### src/rtl/midi_stream_decoder_if.sv
// MIDI byte-stream bus: byte strobe in, note/CC/bend/error events out.
// master drives ready/MIDIbyte; slave (the decoder) drives the events.
interface midi_stream_decoder_if;
  logic        ready;
  logic [7:0]  MIDIbyte;
  logic        note_event_ready;
  logic        note_on;
  logic [6:0]  note;
  logic [6:0]  velocity;
  logic [3:0]  channel;
  logic        param_change_ready;
  logic [6:0]  param_idx;
  logic [6:0]  param_val;
  logic        bend_ready;
  logic [13:0] bend;
  logic        stream_error;

  modport master (
    output ready, MIDIbyte,
    input  note_event_ready, note_on, note, velocity, channel,
    input  param_change_ready, param_idx, param_val,
    input  bend_ready, bend, stream_error
  );

  modport slave (
    input  ready, MIDIbyte,
    output note_event_ready, note_on, note, velocity, channel,
    output param_change_ready, param_idx, param_val,
    output bend_ready, bend, stream_error
  );
endinterface

### src/rtl/midi_stream_decoder.sv
// 16-channel MIDI stream decoder: running status, channel mask, real-time
// transparency, SysEx skip. Ports: clk, reset_n, bus (slave modport).
module midi_stream_decoder #(
  parameter logic [15:0] CHANNEL_MASK = 16'hFFFF,
  parameter bit          VEL0_IS_OFF  = 1'b1,
  parameter bit          BEND_EN      = 1'b1
) (
  input  logic clk,
  input  logic reset_n,
  midi_stream_decoder_if.slave bus
);

  localparam logic [1:0] S_NO_STATUS = 2'd0;
  localparam logic [1:0] S_WAIT_D1   = 2'd1;
  localparam logic [1:0] S_WAIT_D2   = 2'd2;
  localparam logic [1:0] S_SYSEX     = 2'd3;

  localparam logic [15:0] CH_MASK = CHANNEL_MASK;

  logic [1:0]  r_state;
  logic [7:0]  r_status;
  logic [6:0]  r_d1;

  logic        r_note_rdy;
  logic        r_note_on;
  logic [6:0]  r_note;
  logic [6:0]  r_vel;
  logic [3:0]  r_chan;
  logic        r_cc_rdy;
  logic [6:0]  r_cc_idx;
  logic [6:0]  r_cc_val;
  logic        r_bend_rdy;
  logic [13:0] r_bend;
  logic        r_err;

  logic [7:0]  w_b;
  logic        w_rdy;
  logic        w_rt;
  logic        w_chs;
  logic        w_f0;
  logic        w_sys;
  logic        w_dat;
  logic [3:0]  w_kind;
  logic        w_one;
  logic        w_ch_ok;
  logic        w_fin;
  logic        w_note;
  logic        w_cc;
  logic        w_bnd;
  logic        w_err;
  logic        w_any;
  logic        w_on;

  assign w_b   = bus.MIDIbyte;
  assign w_rdy = bus.ready;

  // Byte classes partition 00-FF, so exactly one is set.
  assign w_rt  = (w_b[7:3] == 5'b11111);
  assign w_f0  = (w_b == 8'hF0);
  assign w_sys = (w_b[7:3] == 5'b11110) && !w_f0;
  assign w_chs = w_b[7] && (w_b[7:4] != 4'hF);
  assign w_dat = !w_b[7];

  assign w_kind  = r_status[7:4];
  assign w_one   = (w_kind == 4'hC) || (w_kind == 4'hD);
  assign w_ch_ok = CH_MASK[r_status[3:0]];

  // Final data byte of a two-byte message on an accepted channel.
  assign w_fin  = w_rdy && w_dat && (r_state == S_WAIT_D2) && w_ch_ok;
  assign w_note = w_fin && ((w_kind == 4'h8) || (w_kind == 4'h9));
  assign w_cc   = w_fin && (w_kind == 4'hB);
  assign w_bnd  = w_fin && (w_kind == 4'hE) && BEND_EN;
  assign w_err  = w_rdy && w_dat && (r_state == S_NO_STATUS);
  assign w_any  = w_note || w_cc || w_bnd;

  assign w_on = (w_kind == 4'h9) &&
                !(VEL0_IS_OFF && (w_b[6:0] == 7'd0));

  always_ff @(posedge clk or negedge reset_n) begin
    if (!reset_n) begin
      r_state  <= S_NO_STATUS;
      r_status <= 8'h00;
      r_d1     <= 7'h00;
    end else if (w_rdy) begin
      unique case (1'b1)
        w_rt: begin
        end
        w_chs: begin
          r_status <= w_b;
          r_state  <= S_WAIT_D1;
        end
        w_f0: begin
          r_status <= 8'h00;
          r_state  <= S_SYSEX;
        end
        w_sys: begin
          // Inside SysEx only F7 ends it; F1-F6 are skipped.
          if (r_state == S_SYSEX) begin
            if (w_b == 8'hF7)
              r_state <= S_NO_STATUS;
          end else begin
            r_status <= 8'h00;
            r_state  <= S_NO_STATUS;
          end
        end
        w_dat: begin
          unique case (r_state)
            S_WAIT_D1: begin
              if (!w_one) begin
                r_d1    <= w_b[6:0];
                r_state <= S_WAIT_D2;
              end
            end
            S_WAIT_D2: r_state <= S_WAIT_D1;
            default: begin
            end
          endcase
        end
        default: begin
        end
      endcase
    end
  end

  always_ff @(posedge clk or negedge reset_n) begin
    if (!reset_n) begin
      r_note_rdy <= 1'b0;
      r_note_on  <= 1'b0;
      r_note     <= 7'h00;
      r_vel      <= 7'h00;
      r_chan     <= 4'h0;
      r_cc_rdy   <= 1'b0;
      r_cc_idx   <= 7'h00;
      r_cc_val   <= 7'h00;
      r_bend_rdy <= 1'b0;
      r_bend     <= 14'h2000;
      r_err      <= 1'b0;
    end else begin
      r_note_rdy <= w_note;
      r_cc_rdy   <= w_cc;
      r_bend_rdy <= w_bnd;
      r_err      <= w_err;
      if (w_note) begin
        r_note_on <= w_on;
        r_note    <= r_d1;
        r_vel     <= w_b[6:0];
      end
      if (w_cc) begin
        r_cc_idx <= r_d1;
        r_cc_val <= w_b[6:0];
      end
      if (w_bnd)
        r_bend <= {w_b[6:0], r_d1};
      if (w_any)
        r_chan <= r_status[3:0];
    end
  end

  assign bus.note_event_ready   = r_note_rdy;
  assign bus.note_on            = r_note_on;
  assign bus.note               = r_note;
  assign bus.velocity           = r_vel;
  assign bus.channel            = r_chan;
  assign bus.param_change_ready = r_cc_rdy;
  assign bus.param_idx          = r_cc_idx;
  assign bus.param_val          = r_cc_val;
  assign bus.bend_ready         = r_bend_rdy;
  assign bus.bend               = r_bend;
  assign bus.stream_error       = r_err;

endmodule

### src/flat_wrapper.sv
// flat-port wrapper written by rule: the top's interface ports become plain ports
module midi_stream_decoder_flat 
#(
  parameter logic [15:0] CHANNEL_MASK = 16'hFFFF,
  parameter bit          VEL0_IS_OFF  = 1'b1,
  parameter bit          BEND_EN      = 1'b1
)
  (clk, reset_n, bus_ready, bus_MIDIbyte, bus_note_event_ready, bus_note_on, bus_note, bus_velocity, bus_channel, bus_param_change_ready, bus_param_idx, bus_param_val, bus_bend_ready, bus_bend, bus_stream_error);
  midi_stream_decoder_if bus_i ();
  input  logic clk;
  input  logic reset_n;
  input wire logic [$bits(bus_i.ready)-1:0] bus_ready;
  input wire logic [$bits(bus_i.MIDIbyte)-1:0] bus_MIDIbyte;
  output wire logic [$bits(bus_i.note_event_ready)-1:0] bus_note_event_ready;
  output wire logic [$bits(bus_i.note_on)-1:0] bus_note_on;
  output wire logic [$bits(bus_i.note)-1:0] bus_note;
  output wire logic [$bits(bus_i.velocity)-1:0] bus_velocity;
  output wire logic [$bits(bus_i.channel)-1:0] bus_channel;
  output wire logic [$bits(bus_i.param_change_ready)-1:0] bus_param_change_ready;
  output wire logic [$bits(bus_i.param_idx)-1:0] bus_param_idx;
  output wire logic [$bits(bus_i.param_val)-1:0] bus_param_val;
  output wire logic [$bits(bus_i.bend_ready)-1:0] bus_bend_ready;
  output wire logic [$bits(bus_i.bend)-1:0] bus_bend;
  output wire logic [$bits(bus_i.stream_error)-1:0] bus_stream_error;
  assign bus_i.ready = bus_ready;
  assign bus_i.MIDIbyte = bus_MIDIbyte;
  assign bus_note_event_ready = bus_i.note_event_ready;
  assign bus_note_on = bus_i.note_on;
  assign bus_note = bus_i.note;
  assign bus_velocity = bus_i.velocity;
  assign bus_channel = bus_i.channel;
  assign bus_param_change_ready = bus_i.param_change_ready;
  assign bus_param_idx = bus_i.param_idx;
  assign bus_param_val = bus_i.param_val;
  assign bus_bend_ready = bus_i.bend_ready;
  assign bus_bend = bus_i.bend;
  assign bus_stream_error = bus_i.stream_error;
  midi_stream_decoder #(.CHANNEL_MASK(CHANNEL_MASK), .VEL0_IS_OFF(VEL0_IS_OFF), .BEND_EN(BEND_EN)) u_core (.clk(clk), .reset_n(reset_n), .bus(bus_i));
endmodule
### config.mk
export PLATFORM = sky130hd
export DESIGN_NAME = midi_stream_decoder_flat
export DESIGN_NICKNAME = d
export VERILOG_FILES = /design/src/rtl/midi_stream_decoder_if.sv /design/src/rtl/midi_stream_decoder.sv /design/src/flat_wrapper.sv
export SDC_FILE = /design/constraint.sdc
export NUM_CORES = 1
export LEC_CHECK = 0
export ABC_CLOCK_PERIOD_IN_PS = 3600
export CORE_MARGIN = 4
export CORE_UTILIZATION = 53
export CTS_BUF_LIST = sky130_fd_sc_hd__clkbuf_8 sky130_fd_sc_hd__clkbuf_16
export DETAILED_ROUTE_END_ITERATION = 8
export MAX_ROUTING_LAYER = met4
export PLACE_DENSITY = 0.83
export SLEW_MARGIN = 20
export SYNTH_ARGS = -nofsm -noshare
export SYNTH_HDL_FRONTEND = slang
export SYNTH_SLANG_ARGS = --single-unit
### constraint.sdc
create_clock -name clk -period 3.6 [get_ports clk]
set_input_delay 0.72 -clock clk [delete_from_list [all_inputs] [get_ports clk]]
set_output_delay 0.72 -clock clk [all_outputs]
set_load 0.05 [all_outputs]
==> impl_metrics.yaml <==
run_status:
  outcome: "finished clean"
synth:
  synthFlopType: "dfrtp_1"
  synth_sequential_area_ratio: 0.623
  synth_top_area_frac: 0.614
  syn_nets: 196
  synth_cell_type_count: 35
  synth_most_common_cell: "dfrtp_1"
  syn-cell-area_sq_um: 2730
  synth-edff-count: 0
  synth-seq-cells: 68
  ys_warn_count: 0
  async_reset_ff_frac: 1.00
  synthCells: 185
  synth_common_cells: "dfrtp_1 (67), mux2_2 (55), inv_1 (8), o21ai_0 (8), nand3_1 (7)"
  synthTopCellsByArea: "dfrtp_1 (61%), mux2_2 (23%), o21ai_0 (1.5%)"
  syn_avg_cell_area_sq_um: 14.8
  yosys.area.top_type: "dfrtp_1"
hold_path:
  min_path_type: "in2async"
sta:
  worst_pin_slew_ns: 0.709
  rsz0062_at_grt: "false"
  fin_crit_sh: 0.701
  slew_violations: 0
  finClkSkew_ns: 0.00957
  setup-violations-final: 0
  timing.fmax_mhz: 396
  hold_viol: 0
  period_minus_slack_ns: 2.52
  whs_ns: 0.360
  max_slew_margin: 0.528
  fin_tns_setup_ns: 0
grt:
  grt_start_max_net_pins: 45
  antenna_found_initial: 0
  track_usage: 0.208
  grt_overflow: 0
  grt_first_pass_wirelength_um: 9520
  first_global_vias: 1791
floorplan:
  dieHeight_um: 79.8
  boundaryPins: 62
  rows: 25
  core_region_area_sq_um: 4850
  die_w_um: 79.8
  start_util: 0.563
  die-area_sq_um: 6370
cells_and_area:
  fill_cells: 327
  final_area_sq_um: 3590
  diodes: 0
  multiInputGateArea_sq_um: 943
  areaGrowthSynthToFinish_pct: 31.4
  regArea_sq_um: 1700
  fin_nets: 264
  drive_gt1_frac: 0.318
worst_setup_path:
  r2r_cells: 4
  r2r_setup_slack_ns: 1.42
  crit_path_end_kind: "flop"
  cp-start-kind: "input port"
  required_ns: 3.82
  path_class: "in2reg"
  crit_arrival_ns: 2.74
  cp_max_fo: 15
placement:
  dpl_cell_area_sq_um: 3390
  post-dp-hpwl_um: 3890
  io_buffers: 61
  globalplace.congestion: 0.907
cts:
  cts_buffers: 9
  postCtsSetupRepairBufs: 0
  cts_buffer_depth: 2
  ctsHoldBuffers: 0
  cts_tree: "done"
  cts_resized: 0
  clock_tree.root_cell: "clkbuf_8"
  cts_sinks: 68
  cts.htree.levels: 3
  insertion_delay_ns: 0.34
  cts.clk_slew.worst_paths_ns: 0.07
detailed_routing:
  postRouteWirelength_um: 5760
  drtAntennaViolNets: 0
  drt_iter0_markers: 189
  route.vias.total: 1714
  avgRoutedWirePerCell_um: 17.7
  drtPass1Iterations: 5
  remaining_drc_errors: 0
  drt-vias-per-instance: 5.27
pwr:
  totalPowerFinal_uw: 3180
  powerDensity_nw_per_um2: 885
  ir_worst_vdd_v: 0.000573
  p_leak_uw: 0.00164
flow_run:
  cap_violations: 0
[power by group]
part,leakage (uW),internal [uW],total (uW),switching [uW]
Sequential,0.000885,1010,1170,159
Combinational,0.000657,515,1380,867
Clock,0.0000983,337,626,289
[per-stage QoR]
stage	cells	setup WS [ns]	utilization
final	325	1.08	0.740
after CTS	325	1.13	0.740
after detailed placement	309	0.750	0.699
after global placement	309	0.766	0.699
after floorplan	185	1.52	-
after global routing	325	0.997	0.740
[state kept, by name, summed over array words and instances, names as in the netlist]
signal                         count
u_core.bus.param_change_ready      1
u_core.r_d1                        7
u_core.r_status                    8
u_core.bus.param_val               7
u_core.bus.note_event_ready        1
u_core.bus.bend                   14
u_core.bus.bend_ready              1
u_core.bus.velocity                7
u_core.bus.param_idx               7
u_core.bus.stream_error            1
u_core.bus.note_on                 1
u_core.r_state                     2
u_core.bus.note                    7
u_core.bus.channel                 4
[worst max-delay path, stage by stage]
cell and delay [ns]:
clkdlybuf4s50_1 0.53, and4b_1 0.39, and4_1 0.69, mux2_2 0.41
[cell usage in the layout (no fill, tap or decap), types with 2 or more instances in the layout]
| cell | netlist | final |
|---|---|---|
| a21oi_1 | 2 | 2 |
| and4b_1 | 2 | 2 |
| buf_4 | 1 | 3 |
| clkbuf_8 | 0 | 10 |
| clkdlybuf4s50_1 | 0 | 60 |
| clkinv_2 | 0 | 2 |
| clkinvlp_4 | 0 | 2 |
| dfrtp_1 | 67 | 67 |
| inv_1 | 8 | 8 |
| mux2_2 | 55 | 55 |
| nand2_1 | 4 | 4 |
| nand2b_1 | 2 | 2 |
| nand3_1 | 7 | 7 |
| nor3_1 | 2 | 2 |
| o21ai_0 | 8 | 8 |
[cells by family (layout without fill, tap and decap cells)]
group                  Yosys count  count (layout)  share of synthesized area
multiplexers                    57              57                      0.236
flip-flops                      68              68                      0.623
AND/OR/NAND/NOR                 29              29                     0.0696
buffers and inverters           15              88                     0.0311
AO/OA/AOI/OAI                   15              15                     0.0362
XOR/XNOR                         1               1                    0.00321
[per-layer routing]
| layer | wire length (um) | share of wire | GRT usage | up-vias |
|---|---|---|---|---|
| met5 | 0 | 0 | - | - |
| met4 | 76 | 0.013 | 0.101 | 0 |
| met3 | 296 | 0.051 | 0.0395 | 7 |
| met2 | 2740 | 0.48 | 0.301 | 55 |
| met1 | 2650 | 0.46 | 0.285 | 855 |
| li1 | - | - | - | 797 |
[path summary, 6_finish.rpt]
kind	start	endpoint
setup / recovery	bus_MIDIbyte[7]	u_core.bus.param_val[1]$_DFFE_PN0P_
hold / removal	reset_n	u_core.bus.bend[8]$_DFFE_PN0P_
setup reg to reg	u_core.r_state[1]$_DFFE_PN0P_	u_core.bus.param_val[1]$_DFFE_PN0P_
hold reg to reg	u_core.bus.note_on$_DFFE_PN0P_	u_core.bus.note_on$_DFFE_PN0P_
max in group asynchronous	reset_n	u_core.bus.bend[11]$_DFFE_PN0P_
min in group clk	u_core.bus.note_on$_DFFE_PN0P_	u_core.bus.note_on$_DFFE_PN0P_
[area by class of cell]
class	instances	share of cell area
Timing Repair Buffer	64	0.175
Clock buffer	10	0.0383
Inverter	8	0.00837
Sequential cell	68	0.474
Tap cell	67	0.0234
Multi-Input combinational cell	102	0.263
Clock inverter	6	0.0178
No activity file was read; power rests on OpenSTA's default activity.
==> RTL change (same settings) <==
Make the reset (`reset_n`) synchronous in 2 clocked blocks.
--- a/src/rtl/midi_stream_decoder.sv
+++ b/src/rtl/midi_stream_decoder.sv
@@ -76,7 +76,7 @@
   assign w_on = (w_kind == 4'h9) &&
                 !(VEL0_IS_OFF && (w_b[6:0] == 7'd0));
 
-  always_ff @(posedge clk or negedge reset_n) begin
+  always_ff @(posedge clk) begin
     if (!reset_n) begin
       r_state  <= S_NO_STATUS;
       r_status <= 8'h00;
@@ -122,7 +122,7 @@
     end
   end
 
-  always_ff @(posedge clk or negedge reset_n) begin
+  always_ff @(posedge clk) begin
     if (!reset_n) begin
       r_note_rdy <= 1'b0;
       r_note_on  <= 1'b0;
Check against the original RTL: differs if reset_n is asserted again (counterexample within 4 cycles, from zero or initial values and one cycle with reset_n low); with reset_n held inactive, the same outputs for 4 cycles.
==> RTL change against the unedited design <==
  * Area after synthesis is 5.0% lower
  * Synthesized cell count is 47% higher
  * Global-route usage is 1.4 points higher
  * Count of clock-buffer cells in the layout is 1 higher
  * Routed wire length is 6.9% higher
  * Design area is 5.9% lower
  * Worst setup slack better by 0.25 ns
  * Sequential cell count stayed put
  * Critical endpoint is now u_core.r_status[0]
  * Largest cell class unchanged
Power is not compared: it rests on default switching activity, and its combinational part moved more than twofold at a synthesized area within 25%.
==> RTL change: results (changes against the unedited design) <==
==============================================================================
Run status                                                        complete, no violations
Count of unique library cells instantiated by Yosys                         37   +5.7%
Part of the Yosys area used for sequential elements                     52.48%   -9.9 points
Via count of the first global-routing pass                                2131   +19%
Slowest cell on the critical path                                 clkdlybuf4s50_1
Xor-xnor portion of the synthesized cell area                          0.6753%   +0.35 points
Drt initial violations                                                     171   -9.5%
Total nets after synthesis                                                 283   +44%
Crit path DAT                                                          2.54 ns   -0.20 ns
Highest fanout seen on the critical path                                     9   -6
Slew @ Worst Pin                                                     0.8951 ns   +0.1864 ns
WL/cell                                                               15.51 um   -12%
Gate family responsible for the most delay along the worst path   buffers and inverters
Most frequent cells after synthesis                               dfxtp_1 (68), nand3_1 (34), nor2_1 (25), mux2i_1 (22)
Startpoint of the most critical setup path                        bus_MIDIbyte[5]
Synth Flop Type                                                        dfxtp_1
Launch instance of the worst register-to-register path            u_core.r_state[1]
First-pass GRT wire length                                            10.36 mm   +8.8%
Length of the first detailed-routing pass in iterations                      4   -1
Global routing usage summed across all routing layers                   22.24%   +1.4 points
Pin count of the biggest net entering global routing                        46   +2.2%
Post-detail-place hpwl                                                4.186 mm   +7.6%
Filler cell count in the final layout                                      389   +19%
Last weighted congestion value of the routability-driven placer         0.8656   -4.5%
Share of flip-flops with an asynchronous set or reset                       0%   -100 points
Area contributors post-synth                                      dfxtp_1 (52%), mux2i_1 (8.5%), nand3_1 (6.6%), o21ai_0 (3.7%), nor2_1 (3.6%)
Proportion of layout cells with a drive suffix above 1                  6.061%   -26 points
Clock latency reported for the late side of the worst-skew pair        0.34 ns   about the same
Area fraction in compound gates after synthesis                         12.20%   +8.6 points
Multiplexer share of the synthesized area                               8.490%   -15 points
Class of the tightest hold or removal check                       flip-flop to flip-flop
Critical Path Max Stage Delay                                          0.75 ns   +0.06 ns
==============================================================================
-- RTL change: worst paths after layout --
kind	endpoint	slack (ns)	cells after the start
worst max register to register	u_core.bus.bend[13]	1.88	5
worst min-delay path	u_core.bus.param_val[0]	0.46	2
worst min register to register	u_core.bus.param_val[0]	0.46	2
worst max-delay path	u_core.r_status[0]	1.33	5
-- RTL change: cell type report --
| cell class | count | area, um^2 | area share, % |
|---|---|---|---|
| clock buffers | 11 | 151.4 | 4.481 |
| clock inverters | 5 | 51.30 | 1.519 |
| inverters | 1 | 3.754 | 0.1111 |
| multi-input cells | 182 | 1101 | 32.59 |
| flip-flops and latches | 68 | 1361 | 40.30 |
| well taps | 67 | 83.83 | 2.481 |
| repair buffers | 63 | 625.6 | 18.52 |
-- RTL change: metrics by stage --
stage,instances,setup WS [ns],hold slack [ns]
2_1_floorplan,272,1.826,0.4320
3_3_place_gp,381,1.038,0.4451
3_5_place_dp,381,0.9839,0.4530
4_1_cts,397,1.339,0.4628
5_1_grt,397,1.127,0.4907
6_report,397,1.330,0.4592
-- RTL change: routing by layer --
| metal | global-route usage, % | vias to the layer above | part of all wire [%] |
|---|---|---|---|
| li1 | - | 1072 | - |
| met1 | 27.85 | 1043 | 46 |
| met2 | 34.59 | 75 | 47 |
| met3 | 3.712 | 12 | 4.8 |
| met4 | 11.54 | 0 | 2.2 |
| met5 | - | - | 0 |
-- RTL change: power breakdown --
part / internal [mW] / total, mW / switching [mW]
Combinational: 0.0305 / 0.0815 / 0.0510
Clock: 0.353 / 0.627 / 0.274
Sequential: 0.761 / 0.775 / 0.0137
Total: 1.14 / 1.48 / 0.339
-- RTL change: tightest hold or removal path, cell delays in order (launching register included) --
cell,delay (ns)
dfxtp_1,0.31
nand3_1,0.05
o21ai_1,0.05
-- RTL change: logic make-up after synthesis --
kind of cell    Yosys count
buf+inv                  22
flops                    68
xor+xnor                  2
mux                      22
compound gates           55
simple gates            103
